===== src/rtl/mult_seq_pkg.sv =====
// Shared types and helpers for the sequential nibble multiplier controller.
package mult_seq_pkg;

    localparam int NIB_W = 4;
    localparam int MAX_W = 32;

    typedef enum logic [1:0] {IDLE, MUL, DONE} mult_seq_state_t;

    // Nibble idx of a zero-extended operand; idx covers up to 8 nibbles.
    function automatic logic [NIB_W-1:0] nib_sel(input logic [MAX_W-1:0] v, input logic [2:0] idx);
        return v[{idx, 2'b00} +: NIB_W];
    endfunction

endpackage


===== src/rtl/mult_seq_ctrl_nib_mul.sv =====
// Combinational 4x4 -> 8 unsigned multiplier shared by every partial-product cycle.
module nib_mul
    import mult_seq_pkg::*;
(
    input  logic [NIB_W-1:0]   a,
    input  logic [NIB_W-1:0]   b,
    output logic [2*NIB_W-1:0] p
);

    assign p = {{NIB_W{1'b0}}, a} * {{NIB_W{1'b0}}, b};

endmodule


===== src/rtl/mult_seq_ctrl.sv =====
// Iterative WIDTH x WIDTH unsigned multiplier sequencing nibble pairs through one nib_mul.
// Optional MULT_SEQ_ZERO_SKIP_EN: a zero operand finishes after a single MUL cycle.
module mult_seq_ctrl
    import mult_seq_pkg::*;
#(
    parameter int WIDTH = 8
) (
    input  logic               clk,
    input  logic               rst_n,
    input  logic               in_valid,
    output logic               in_ready,
    input  logic [WIDTH-1:0]   in_a,
    input  logic [WIDTH-1:0]   in_b,
    output logic               out_valid,
    input  logic               out_ready,
    output logic [2*WIDTH-1:0] out_product,
    output logic               busy
);

    localparam int N     = WIDTH / NIB_W;
    localparam int IDX_W = (N > 1) ? $clog2(N) : 1;
    localparam int ACC_W = 2 * WIDTH;
    localparam logic [IDX_W-1:0] LAST = IDX_W'(N - 1);

    mult_seq_state_t state, nxt;
    logic [WIDTH-1:0] a_q, b_q;
    logic [IDX_W-1:0] i_q, j_q;
    logic [ACC_W-1:0] acc_q;
    logic             accept, step, last;
    logic [NIB_W-1:0] a_nib, b_nib;
    logic [2*NIB_W-1:0] pp;
    logic [5:0]       shamt;

    assign a_nib = nib_sel(MAX_W'(a_q), 3'(i_q));
    assign b_nib = nib_sel(MAX_W'(b_q), 3'(j_q));
    assign shamt = 6'((32'(i_q) + 32'(j_q)) * NIB_W);
    assign last  = (i_q == LAST) && (j_q == LAST);

    nib_mul u_nib_mul (
        .a (a_nib),
        .b (b_nib),
        .p (pp)
    );

`ifdef MULT_SEQ_ZERO_SKIP_EN
    logic zero_op;
    assign zero_op = (a_q == '0) || (b_q == '0);
`endif

    always_ff @(posedge clk or negedge rst_n) begin
        // NOTE: sequential state uses non-blocking assignments so every register samples pre-edge values.
        if (!rst_n) state <= IDLE;
        else        state <= nxt;
    end

    always_comb begin
        // NOTE: every output of this block gets a default first, so no path can infer a latch.
        nxt    = state;
        accept = 1'b0;
        step   = 1'b0;
        case (state)
            IDLE: begin
                if (in_valid) begin
                    accept = 1'b1;
                    nxt    = MUL;
                end
            end
            MUL: begin
`ifdef MULT_SEQ_ZERO_SKIP_EN
                // acc was cleared on accept, so a zero operand can leave immediately.
                if (zero_op) nxt = DONE;
                else
`endif
                begin
                    step = 1'b1;
                    if (last) nxt = DONE;
                end
            end
            DONE: begin
                if (out_ready) nxt = IDLE;
            end
            default: nxt = IDLE;
        endcase
    end

    always_ff @(posedge clk or negedge rst_n) begin
        if (!rst_n) begin
            a_q   <= '0;
            b_q   <= '0;
            i_q   <= '0;
            j_q   <= '0;
            acc_q <= '0;
        end else if (accept) begin
            a_q   <= in_a;
            b_q   <= in_b;
            i_q   <= '0;
            j_q   <= '0;
            acc_q <= '0;
        end else if (step) begin
            acc_q <= acc_q + (ACC_W'(pp) << shamt);
            if (j_q == LAST) begin
                j_q <= '0;
                i_q <= i_q + 1'b1;
            end else begin
                j_q <= j_q + 1'b1;
            end
        end
    end

    assign in_ready    = (state == IDLE);
    assign out_valid   = (state == DONE);
    assign busy        = (state != IDLE);
    assign out_product = acc_q;

endmodule


===== config.mk =====
export PLATFORM = sky130hd
export DESIGN_NAME = mult_seq_ctrl
export DESIGN_NICKNAME = d
export VERILOG_FILES = /design/src/rtl/mult_seq_pkg.sv /design/src/rtl/mult_seq_ctrl_nib_mul.sv /design/src/rtl/mult_seq_ctrl.sv
export SDC_FILE = /design/constraint.sdc
export NUM_CORES = 1
export LEC_CHECK = 0
export CAP_MARGIN = 20
export CORE_ASPECT_RATIO = 1.4
export CORE_UTILIZATION = 38
export DETAILED_ROUTE_END_ITERATION = 8
export PLACE_DENSITY = 0.6
export SETUP_SLACK_MARGIN = 0.05
export SYNTH_ARGS = -nofsm -noshare
export SYNTH_HDL_FRONTEND = slang
export SYNTH_SLANG_ARGS = --single-unit
export TNS_END_PERCENT = 20

===== constraint.sdc =====
create_clock -name clk -period 11.4 [get_ports clk]
set_clock_uncertainty 0.2 [all_clocks]
set_input_delay 1.71 -clock clk [delete_from_list [all_inputs] [get_ports clk]]
set_output_delay 1.71 -clock clk [all_outputs]
set_load 0.02 [all_outputs]

# Word level (Yosys, flattened, before mapping)
# Index checks and enable logic that the tools add are counted.
[totals]
ff_bits = 36
output_inout_bits = 19
elab_cells = 41
[classes]
n_addsub = 4
mul = 1
n_eq_ne = 5
n_shift = 3
muxes = 15
reduce_logical = 7
[op_table]
columns = ["cell", "count"]
rows = [
  ["$shiftx A32 B4 Y4", 2],
  ["$mux W16", 2],
  ["$add A16 B16 Y16", 1],
  ["$shl A8 B4 Y16", 1],
  ["$mux W1", 9],
  ["$mul A4 B4 Y8", 1],
  ["$mux W2", 3],
  ["$pmux W2 S3", 1],
  ["$reduce_bool A2 Y1", 3],
  ["$ne A2 B2 Y1 const B", 2],
  ["$reduce_and A3 Y1", 1],
  ["$add A1 B1 Y1 const B", 2],
  ["$add A1 B1 Y2", 1],
  ["$eq A2 B1 Y1 const B", 1],
  ["$eq A2 B2 Y1 const B", 1],
  ["$logic_not A2 Y1", 1],
  ["$ne A2 B1 Y1 const B", 1],
  ["$reduce_and A2 Y1", 1],
  ["$logic_and A1 B1 Y1", 1],
]

# Longest topological paths before layout
# Gate-level depths: netlist of the first run.
[depth]
ltp_word = 6
ltp_mapped = 22
ltp_nobuf = 21

# Modules after synthesis
# From an unflattened synthesis of the first run, not the netlist that was laid out.
[unflattened]
hier_cells = 306
area_unflattened_um2 = 2931.6
[modules_own_cells]
columns = ["module", "instances", "cells_per_inst", "area_each_um2", "seq_area_each_um2"]
rows = [
  ["mult_seq_ctrl", 1, 255, 2483.6, 900.9],
  ["nib_mul", 1, 51, 447.9, 0.0],
]

# Least setup slack after synthesis of the first run
# Ideal clock, no wire load.
[synth_timing]
path_kind = "register to register"
startpoint = "register j_q"
endpoint = "register acc_q[15] (netlist: out_product[15])"
arrival_time_ns = 4.637
required_time_ns = 11.067
setup_slack_ns = 6.430
stages_incl_launch_ff = 21
path_buffers = 1
cell_sequence = "dfrtp_1 > buf_2 > mux2i_1 > or2_2 > fa_1 > inv_1 > fa_1 > ha_1 > a211oi_1 > o21bai_1 > a21oi_1 > xor2_1 > o22ai_1 > ha_1 > and2_4 > a2111oi_4 > a211oi_1 > a311oi_2 > nand2_1 > o21a_1 > mux2i_1"
[synth_between]
elab_chain_len = 6
[synth_lines]
columns = ["item", "line", "source"]
rows = [
  ["start, declared", "mult_seq_ctrl.sv:27", "logic [IDX_W-1:0] i_q, j_q;"],
  ["start signal, assigned", "mult_seq_ctrl.sv:105", "j_q <= j_q + 1'b1;"],
  ["$shiftx A32 B4 Y4", "mult_seq_pkg.sv:11", "return v[{idx, 2'b00} +: NIB_W];"],
  ["$mul A4 B4 Y8", "mult_seq_ctrl_nib_mul.sv:10", "assign p = {{NIB_W{1'b0}}, a} * {{NIB_W{1'b0}}, b};"],
  ["$shl A8 B4 Y16 *", "mult_seq_ctrl.sv:100", "acc_q <= acc_q + (ACC_W'(pp) << shamt);"],
  ["$add A16 B16 Y16 *", "mult_seq_ctrl.sv:100", ""],
  ["$mux W16 *", "mult_seq_ctrl.sv:99", "end else if (step) begin"],
  ["$mux W16 *", "mult_seq_ctrl.sv:93", "end else if (accept) begin"],
  ["end signal, assigned", "mult_seq_ctrl.sv:100", ""],
  ["end, declared", "mult_seq_ctrl.sv:28", "logic [ACC_W-1:0] acc_q;"],
]
# Mark *: on every way between the ends. The rest lies on a longest branch, timed or not. The select of a mux whose other input is x is not followed.
# A chain may end at the register's enable or synchronous reset.

# Worst setup path in the final report of the first run
# Ends and elaborated chain as after synthesis.

==> results.json, run 1 <==
{
  "fillers": 691,
  "netlist_area_mm2": 0.00276,
  "yosys.area.top_type_share_pct": 32.7,
  "path_buf_inv": 1,
  "async_flop_share_pct": 100,
  "cp-start-kind": "flop",
  "crit_arrival_ns": 5.42,
  "die_w_um": 74.0,
  "synthesis.nets": 339,
  "clkSinkCount": 36,
  "fin_crit_ns": 5.40,
  "path_clk_slew_ns": 0.08,
  "antenna_found_initial": 0,
  "tightest_slew_ns": 0.831,
  "fmax_mhz": 185,
  "port_buffers": 38,
  "finish.utilization_pct": 47.8,
  "grt_util_all_layers_pct": 18.3,
  "drtPass1Iterations": 4,
  "synth_edf_count": 0,
  "layout-drive-gt1-share_pct": 11.7,
  "drv_cap": 0,
  "end_kind": "flop",
  "die-area_mm2": 0.00761,
  "highest_layer": "met4",
  "final_common_cell": "clkdlybuf4s50_1",
  "die-height_um": 103,
  "min_period_over_period_pct": 47.4,
  "wl_met2_um": 3350,
  "yosys_warnings": 0,
  "grt.overflow.total": 0,
  "max_slew_margin_pct": 44.6,
  "grt_pass1_vias": 2221,
  "rows": 36,
  "diodes": 0,
  "syn_inst": 286,
  "place_congestion": 0.816,
  "hold_violations": 0,
  "wl_met1_um": 2540,
  "synth.area.top_cells": "dfrtp_1 (33%), ha_1 (13%), mux2_2 (7.3%), fa_1 (3.6%), mux2i_1 (3.6%)",
  "layout_common_cells": "clkdlybuf4s50_1 (37), dfrtp_1 (36), ha_1 (28), o21ai_0 (20), nor2_1 (19)",
  "start_util_pct": 39.5,
  "h-tree-depth": 2,
  "drc": 0,
  "holdCritPathClass": "flop to flop",
  "avgSynthCellArea_um2": 9.65,
  "vias_per_cell": 5.22,
  "cts_resized": 0,
  "required_ns": 11.42,
  "ctsLongestPathBuffers": 2,
  "routed-wl-met3_um": 152,
  "wl_um": 6190,
  "crit_type": "flop to flop",
  "ys_seq_area_share_pct": 32.7,
  "slew_violations": 0,
  "synth-main-ff-cell": "dfrtp_1",
  "dr_total_vias": 2187,
  "slowest_delay_ns": 0.53,
  "grt_max_degree": 37,
  "setup_tns_ns": 0,
  "area_growth_pct": 21.0,
  "rsz0062_at_grt": "no",
  "core-area_mm2": 0.00698,
  "synth_cell_type_count": 43,
  "clkLatencyLatePin_ns": 0.29,
  "post-cts-setup-buffer-count": 0,
  "cts-hold-fix-buffers": 0,
  "ys_seq_elements": 36,
  "wl_per_cell_um": 14.8,
  "antenna_left": 0,
  "root_buffer": "clkbuf_8",
  "cts_buffers": 5,
  "finalNetCount": 376,
  "drtIter0Drc": 72,
  "status": "complete, no violations",
  "setup_viol": 0,
  "crit_fanout": 7,
  "crit_slowest_cell": "dfrtp_1",
  "io_pins": 39,
  "grt_pass1_wl_um": 10600,
  "cts_tree": "built",
  "path_cells": "mux2i_1, or2_2, fa_1, inv_1, fa_1, ha_1, a211oi_1, o21bai_1, a21oi_1, xor2_1, o22ai_1, ha_1, and2_4, a2111oi_4, a211oi_1, a311oi_2, o21a_1, mux2i_1",
  "yosysTopAreaCell": "dfrtp_1",
  "dp_hpwl_um": 4810,
  "critical_path.top_delay_family": "adder cells"
}
-- worst reg2reg max path, cell delays in order (launching register included) --
cell       delay [ns]
dfrtp_1          0.53
mux2i_1          0.21
or2_2            0.35
fa_1             0.53
inv_1            0.05
fa_1             0.49
ha_1             0.33
a211oi_1         0.23
o21bai_1         0.13
a21oi_1          0.19
xor2_1           0.24
o22ai_1          0.13
ha_1             0.37
and2_4           0.19
a2111oi_4        0.33
a211oi_1         0.13
a311oi_2         0.33
o21a_1           0.20
mux2i_1          0.17
-- per-stage QoR --
step / cell area, µm² / instances / hold WS [ns] / worst slack [ns]
final: 3340 / 419 / 0.275 / 6.00
after global placement: 3230 / 411 / 0.274 / 6.06
after global routing: 3340 / 419 / 0.329 / 5.54
after floorplan: 2760 / 286 / 0.279 / 6.43
after CTS: 3340 / 419 / 0.282 / 5.99
after detailed placement: 3230 / 411 / 0.270 / 6.02
-- cell usage after synthesis, types with 3 or more instances --
master	instances
o21a_1	4
a21oi_1	13
a21o_1	7
o21ai_1	3
xor2_1	10
fa_1	5
clkbuf_1	6
a211oi_1	4
nor2_1	19
o21ai_0	20
nand3_1	16
nand2b_1	7
nor3_1	5
nor2b_1	6
or2_2	4
mux2_2	18
dfrtp_1	36
o21bai_1	3
nand2_1	14
o22ai_1	4
ha_1	28
xnor2_1	9
mux2i_1	10
inv_1	12
-- logic make-up after synthesis --
family	count (synthesis)	share of synthesized area, %
AO/OA/AOI/OAI	71	17.3
XOR/XNOR	19	6.03
adder cells (fa/ha/maj)	33	16.3
buffers and inverters	22	3.08
flip-flops	36	32.7
multiplexers	28	11.0
AND/OR/NAND/NOR	77	13.7
-- worst paths after layout --
path,slack [ns],from,endpoint,cells past startpoint
min in group asynchronous,1.31,rst_n,out_product[5]$_DFFE_PN0P_,1
max in group asynchronous,9.16,rst_n,a_q[3]$_DFFE_PN0P_,1
worst min register to register,0.27,out_product[15]$_DFFE_PN0P_,out_product[15]$_DFFE_PN0P_,1
worst max-delay path,6.00,j_q$_DFFE_PN0P_,out_product[15]$_DFFE_PN0P_,18
worst max register to register,6.00,j_q$_DFFE_PN0P_,out_product[15]$_DFFE_PN0P_,18
worst min-delay path,0.27,out_product[15]$_DFFE_PN0P_,out_product[15]$_DFFE_PN0P_,1
-- layout make-up --
cell class / instances / area [µm²] / area share, %
sequential: 36 / 901 / 27.0
tap: 95 / 119 / 3.56
multi-input combinational: 228 / 1770 / 53.1
clock buffer: 5 / 68.8 / 2.06
timing repair buffer: 40 / 390 / 11.7
clock inverter: 3 / 42.5 / 1.27
inverter: 12 / 45.0 / 1.35
-- routing by layer --
| layer | track usage (%) | up-vias |
|---|---|---|
| met2 | 33.6 | 38 |
| met1 | 20.6 | 1039 |
| li1 | - | 1098 |
| met5 | 0 | - |
| met3 | 2.64 | 12 |
| met4 | 8.14 | 0 |
-- registers in the layout, summed over array words and instances (netlist names) --
| signal | cells |
|---|---|
| i_q | 1 |
| a_q | 8 |
| out_product | 16 |
| state | 2 |
| b_q | 8 |
| j_q | 1 |
Power of run 1 is not shown: default switching activity piles up to over one toggle a cycle in this logic, so the estimate is an artifact.
==> run 2, diff against run 1 <==
- PLACE_DENSITY: 0.6 -> 0.62
- clock period: 11.4 -> 4.6 ns (I/O delays scaled with it)
==> results.json, run 2 (synthesis gave the netlist of run 1 again) <==
{
  "core-area_mm2": 0.00698,
  "io_pins": 39,
  "tightest_slew_ns": 0.981,
  "max_slew_margin_pct": 34.6,
  "path_clk_slew_ns": 0.08,
  "drc": 0,
  "crit_arrival_ns": 4.96,
  "vias_per_cell": 5.12,
  "h-tree-depth": 2,
  "start_util_pct": 39.5,
  "end_kind": "flop",
  "port_buffers": 38,
  "rsz0062_at_grt": "yes",
  "crit_start": "i_q$_DFFE_PN0P_",
  "layout-drive-gt1-share_pct": 27.8,
  "cts_tree": "built",
  "violations": "setup timing",
  "die_w_um": 74.0,
  "grt_util_all_layers_pct": 19.1,
  "required_ns": 4.55,
  "slew_violations": 0,
  "largest_reg_flops": 16,
  "wl_um": 6440,
  "placed_area_mm2": 0.00356,
  "ctsLongestPathBuffers": 2,
  "place_congestion": 0.842,
  "hold_violations": 0,
  "dr_total_vias": 2367,
  "holdCritPathClass": "input pin to async pin",
  "clkLatencyLatePin_ns": 0.30,
  "wl_per_cell_um": 13.9,
  "crit_type": "flop to flop",
  "grt.overflow.total": 0,
  "grt_pass1_vias": 2382,
  "pre_cts_slack_ns": -0.465,
  "drtIter0Drc": 65,
  "grt_max_degree": 37,
  "die-area_mm2": 0.00761,
  "r2r_cells": 21,
  "rr_startpoint": "i_q$_DFFE_PN0P_",
  "dp_hpwl_um": 5170,
  "cts-hold-fix-buffers": 0,
  "min_period_over_period_pct": 109,
  "crit_fanout": 5,
  "fmax_mhz": 200,
  "drtPass1Iterations": 4,
  "fin_crit_ns": 5.01,
  "status": "finished with violations",
  "setup_tns_ns": -2.44,
  "diodes": 0,
  "die-height_um": 103,
  "fin_ws_ns": -0.407,
  "fin_area_mm2": 0.00376,
  "cts_buffers": 5,
  "reg2reg_to": "out_product[13]$_DFFE_PN0P_",
  "root_buffer": "clkbuf_8",
  "final_common_cell": "buf_4",
  "antenna_found_initial": 0,
  "area_growth_pct": 36.4,
  "setup_viol": 8,
  "grt_pass1_wl_um": 10900,
  "reg2reg_slack_ns": -0.41,
  "rows": 36,
  "finalNetCount": 419,
  "cp-start-kind": "flop",
  "drv_cap": 0,
  "clkSinkCount": 36,
  "crit_end": "out_product[13]$_DFFE_PN0P_",
  "fillers": 638,
  "layout_common_cells": "buf_4 (45), clkdlybuf4s50_1 (37), dfrtp_1 (34), ha_1 (27), nor2_1 (19)",
  "antenna_left": 0
}
run 2: final cells by class:
cell class	instances	area (µm²)	area share [%]
clock buffers	5	68.8	1.83
clock inverters	3	42.5	1.13
inverters	12	45.0	1.20
multi-input cells	228	1870	49.7
flip-flops and latches	36	903	24.0
well taps	95	119	3.16
repair buffers	83	713	18.9
run 2: repair_timing:
item | in CTS | in global routing
resized for setup | 7 | 10
pin swaps | 1 | 16
buffers inserted | 1 | 3
setup endpoints to repair | 8 | 11
run 2: routing by layer:
metal	global-route usage [%]	share of wire (%)	wire, µm	vias to the layer above
li1	-	-	-	1178
met1	20.8	39	2520	1121
met2	34.5	54	3500	52
met3	4.50	3.7	240	16
met4	8.43	2.8	182	0
met5	0	0	0	-
run 2: per-stage QoR:
stage	util, %	hold slack, ns	std cells
finish	53.9	0.274	462
global route	53.9	0.322	462
CTS	53.0	0.292	459
detailed placement	50.9	0.275	450
global placement	50.9	0.279	450
floorplan	-	0.194	286
run 2: critical path: stages (launching register included):
cell      delay (ns)
dfrtp_2         0.46
mux2i_2         0.17
or2_4           0.23
fa_1            0.53
inv_1           0.05
fa_1            0.57
inv_2           0.06
fa_2            0.39
inv_1           0.06
a21o_1          0.11
a21oi_2         0.06
xnor2_1         0.14
mux2i_1         0.23
nor2_1          0.09
ha_1            0.32
o21a_1          0.14
o21ai_2         0.23
a211oi_2        0.08
a211o_1         0.32
a21boi_2        0.18
xor2_1          0.16
o21ai_1         0.07
run 2: worst min path at each step:
stage / to / slack [ns] / cells after the start / from
5_1_grt: b_q[5]$_DFFE_PN0P_ / 0.32 / 1 / b_q[5]$_DFFE_PN0P_
3_5_place_dp: out_product[15]$_DFFE_PN0P_ / 0.28 / 1 / out_product[15]$_DFFE_PN0P_
3_3_place_gp: out_product[15]$_DFFE_PN0P_ / 0.28 / 1 / out_product[15]$_DFFE_PN0P_
2_1_floorplan: a_q[0]$_DFFE_PN0P_ / 0.19 / 0 / rst_n
4_1_cts: out_product[8]$_DFFE_PN0P_ / 0.29 / 1 / rst_n
6_report: out_product[8]$_DFFE_PN0P_ / 0.27 / 1 / rst_n
Power of run 2 is left out for the same reason.
==> run 3, diff against run 2 <==
- CTS_BUF_LIST: unset -> sky130_fd_sc_hd__clkbuf_16
==> results.json, run 3 (synthesis gave the netlist of run 1 again) <==
{
  "status": "finished with violations",
  "violations": "setup timing",
  "grt-busiest-layer": "met2",
  "finalNetCount": 419,
  "use_met2_pct": 34.5,
  "min_path_cells": 1,
  "dp_hpwl_um": 5170,
  "start_util_pct": 39.5,
  "multi_input_area_mm2": 0.00187,
  "layout_common_cells": "buf_4 (45), clkdlybuf4s50_1 (37), dfrtp_1 (34), ha_1 (27), nor2_1 (19)",
  "die-height_um": 103,
  "slew_violations": 0,
  "reg2reg_slack_ns": -0.40,
  "min_period_over_period_pct": 109,
  "dr_total_vias": 2355,
  "drtIter0Drc": 66,
  "grt_pass1_wl_um": 11000,
  "die_w_um": 74.0,
  "setup_viol": 8,
  "hold_violations": 0,
  "grt_pass1_vias": 2390,
  "r2r_cells": 21,
  "crit_slowest_cell": "fa_1",
  "rsz0062_at_grt": "yes",
  "drv_cap": 0,
  "ctsLongestPathBuffers": 2,
  "h-tree-depth": 2,
  "grt.overflow.total": 0,
  "end_kind": "flop",
  "fillers": 631,
  "layout-drive-gt1-share_pct": 27.8,
  "register_area_um2": 903,
  "final_common_cell": "buf_4",
  "crit_arrival_ns": 4.94,
  "root_buffer": "clkbuf_16",
  "vias_per_cell": 5.10,
  "die-area_mm2": 0.00761,
  "antenna_found_initial": 0,
  "cts-hold-fix-buffers": 0,
  "met3_usage_pct": 4.79,
  "critical_path.top_delay_family": "adder cells",
  "hold_path_startpoint": "out_product[15]$_DFFE_PN0P_",
  "wl_um": 6400,
  "max_slew_margin_pct": 34.7,
  "diodes": 0,
  "crit_fanout": 4,
  "crit_type": "flop to flop",
  "port_buffers": 38,
  "met1_usage_pct": 20.9,
  "path_buf_inv": 3,
  "cp-start-kind": "flop",
  "wl_per_cell_um": 13.9,
  "fin_crit_ns": 5.00,
  "path_cells": "mux2i_2, or2_4, fa_1, inv_1, fa_1, inv_2, fa_2, inv_1, a21o_1, a21oi_2, xnor2_1, mux2i_1, nor2_1, ha_1, o21a_1, o21ai_2, a211oi_2, a211o_1, a21boi_2, xor2_1, o21ai_1",
  "min_to": "out_product[15]$_DFFE_PN0P_",
  "reg2reg_to": "out_product[13]$_DFFE_PN0P_",
  "place_congestion": 0.842,
  "clkLatencyLatePin_ns": 0.29,
  "grt_max_degree": 37,
  "rr_startpoint": "j_q$_DFFE_PN0P_",
  "required_ns": 4.53,
  "area_growth_pct": 38.5,
  "fmax_mhz": 200,
  "slowest_delay_ns": 0.57,
  "drtPass1Iterations": 4,
  "fin_ws_ns": -0.402,
  "cts_tree": "built",
  "dp_cells": 450,
  "clkSinkCount": 36,
  "rows": 36,
  "instances_no_fill": 462,
  "holdCritPathClass": "flop to flop",
  "cts_buffers": 5,
  "path_clk_slew_ns": 0.06,
  "grt_util_all_layers_pct": 19.1,
  "drc": 0,
  "tightest_slew_ns": 0.979,
  "antenna_left": 0,
  "io_pins": 39,
  "core-area_mm2": 0.00698,
  "largest_reg_flops": 16
}
-- run 3: cell counts in the layout (fill, tap and decap cells not counted) --
No cell type changed its count.
-- run 3: cell type report --
| type | count | area share (%) |
|---|---|---|
| Clock inverter | 3 | 1.11 |
| Sequential cell | 36 | 23.6 |
| Clock buffer | 5 | 3.28 |
| Inverter | 12 | 1.18 |
| Tap cell | 95 | 3.11 |
| Multi-Input combinational cell | 228 | 49.0 |
| Timing Repair Buffer | 83 | 18.7 |
-- run 3: timing repair --
action | 4_1_cts | 5_1_grt
buffers inserted | 1 | 3
pin swaps | 1 | 16
setup endpoints to repair | 8 | 11
resized for setup | 7 | 10
-- run 3: routing by layer --
metal  share of wire (%)  up-vias  wire [µm]
li1                    -     1180          -
met3                 3.6       15        233
met1                  40     1114       2560
met4                 2.8        0        178
met2                  54       46       3430
met5                   0        -          0
-- run 3: per-stage QoR --
| stage | hold slack [ns] | cell area (µm²) | setup slack (ns) | TNS, ns | util (%) |
|---|---|---|---|---|---|
| 5_1_grt | 0.317 | 3820 | -0.640 | -4.78 | 54.7 |
| 4_1_cts | 0.289 | 3750 | -0.384 | -2.16 | 53.8 |
| 2_1_floorplan | 0.194 | 2810 | -0.120 | -0.320 | - |
| 3_3_place_gp | 0.279 | 3560 | -0.425 | -2.13 | 50.9 |
| 3_5_place_dp | 0.275 | 3560 | -0.465 | -2.70 | 50.9 |
| 6_report | 0.287 | 3820 | -0.402 | -2.37 | 54.7 |
-- run 3: worst max path at each step --
stage	depth (start not counted)	end	slack [ns]	start
detailed placement	19	out_product[13]$_DFFE_PN0P_	-0.46	i_q$_DFFE_PN0P_
finish	21	out_product[13]$_DFFE_PN0P_	-0.40	j_q$_DFFE_PN0P_
CTS	18	out_product[15]$_DFFE_PN0P_	-0.38	j_q$_DFFE_PN0P_
floorplan	20	out_product[15]$_DFFE_PN0P_	-0.12	i_q$_DFFE_PN0P_
global placement	19	out_product[13]$_DFFE_PN0P_	-0.42	i_q$_DFFE_PN0P_
global route	21	out_product[13]$_DFFE_PN0P_	-0.64	j_q$_DFFE_PN0P_
Power of run 3 is left out for the same reason.
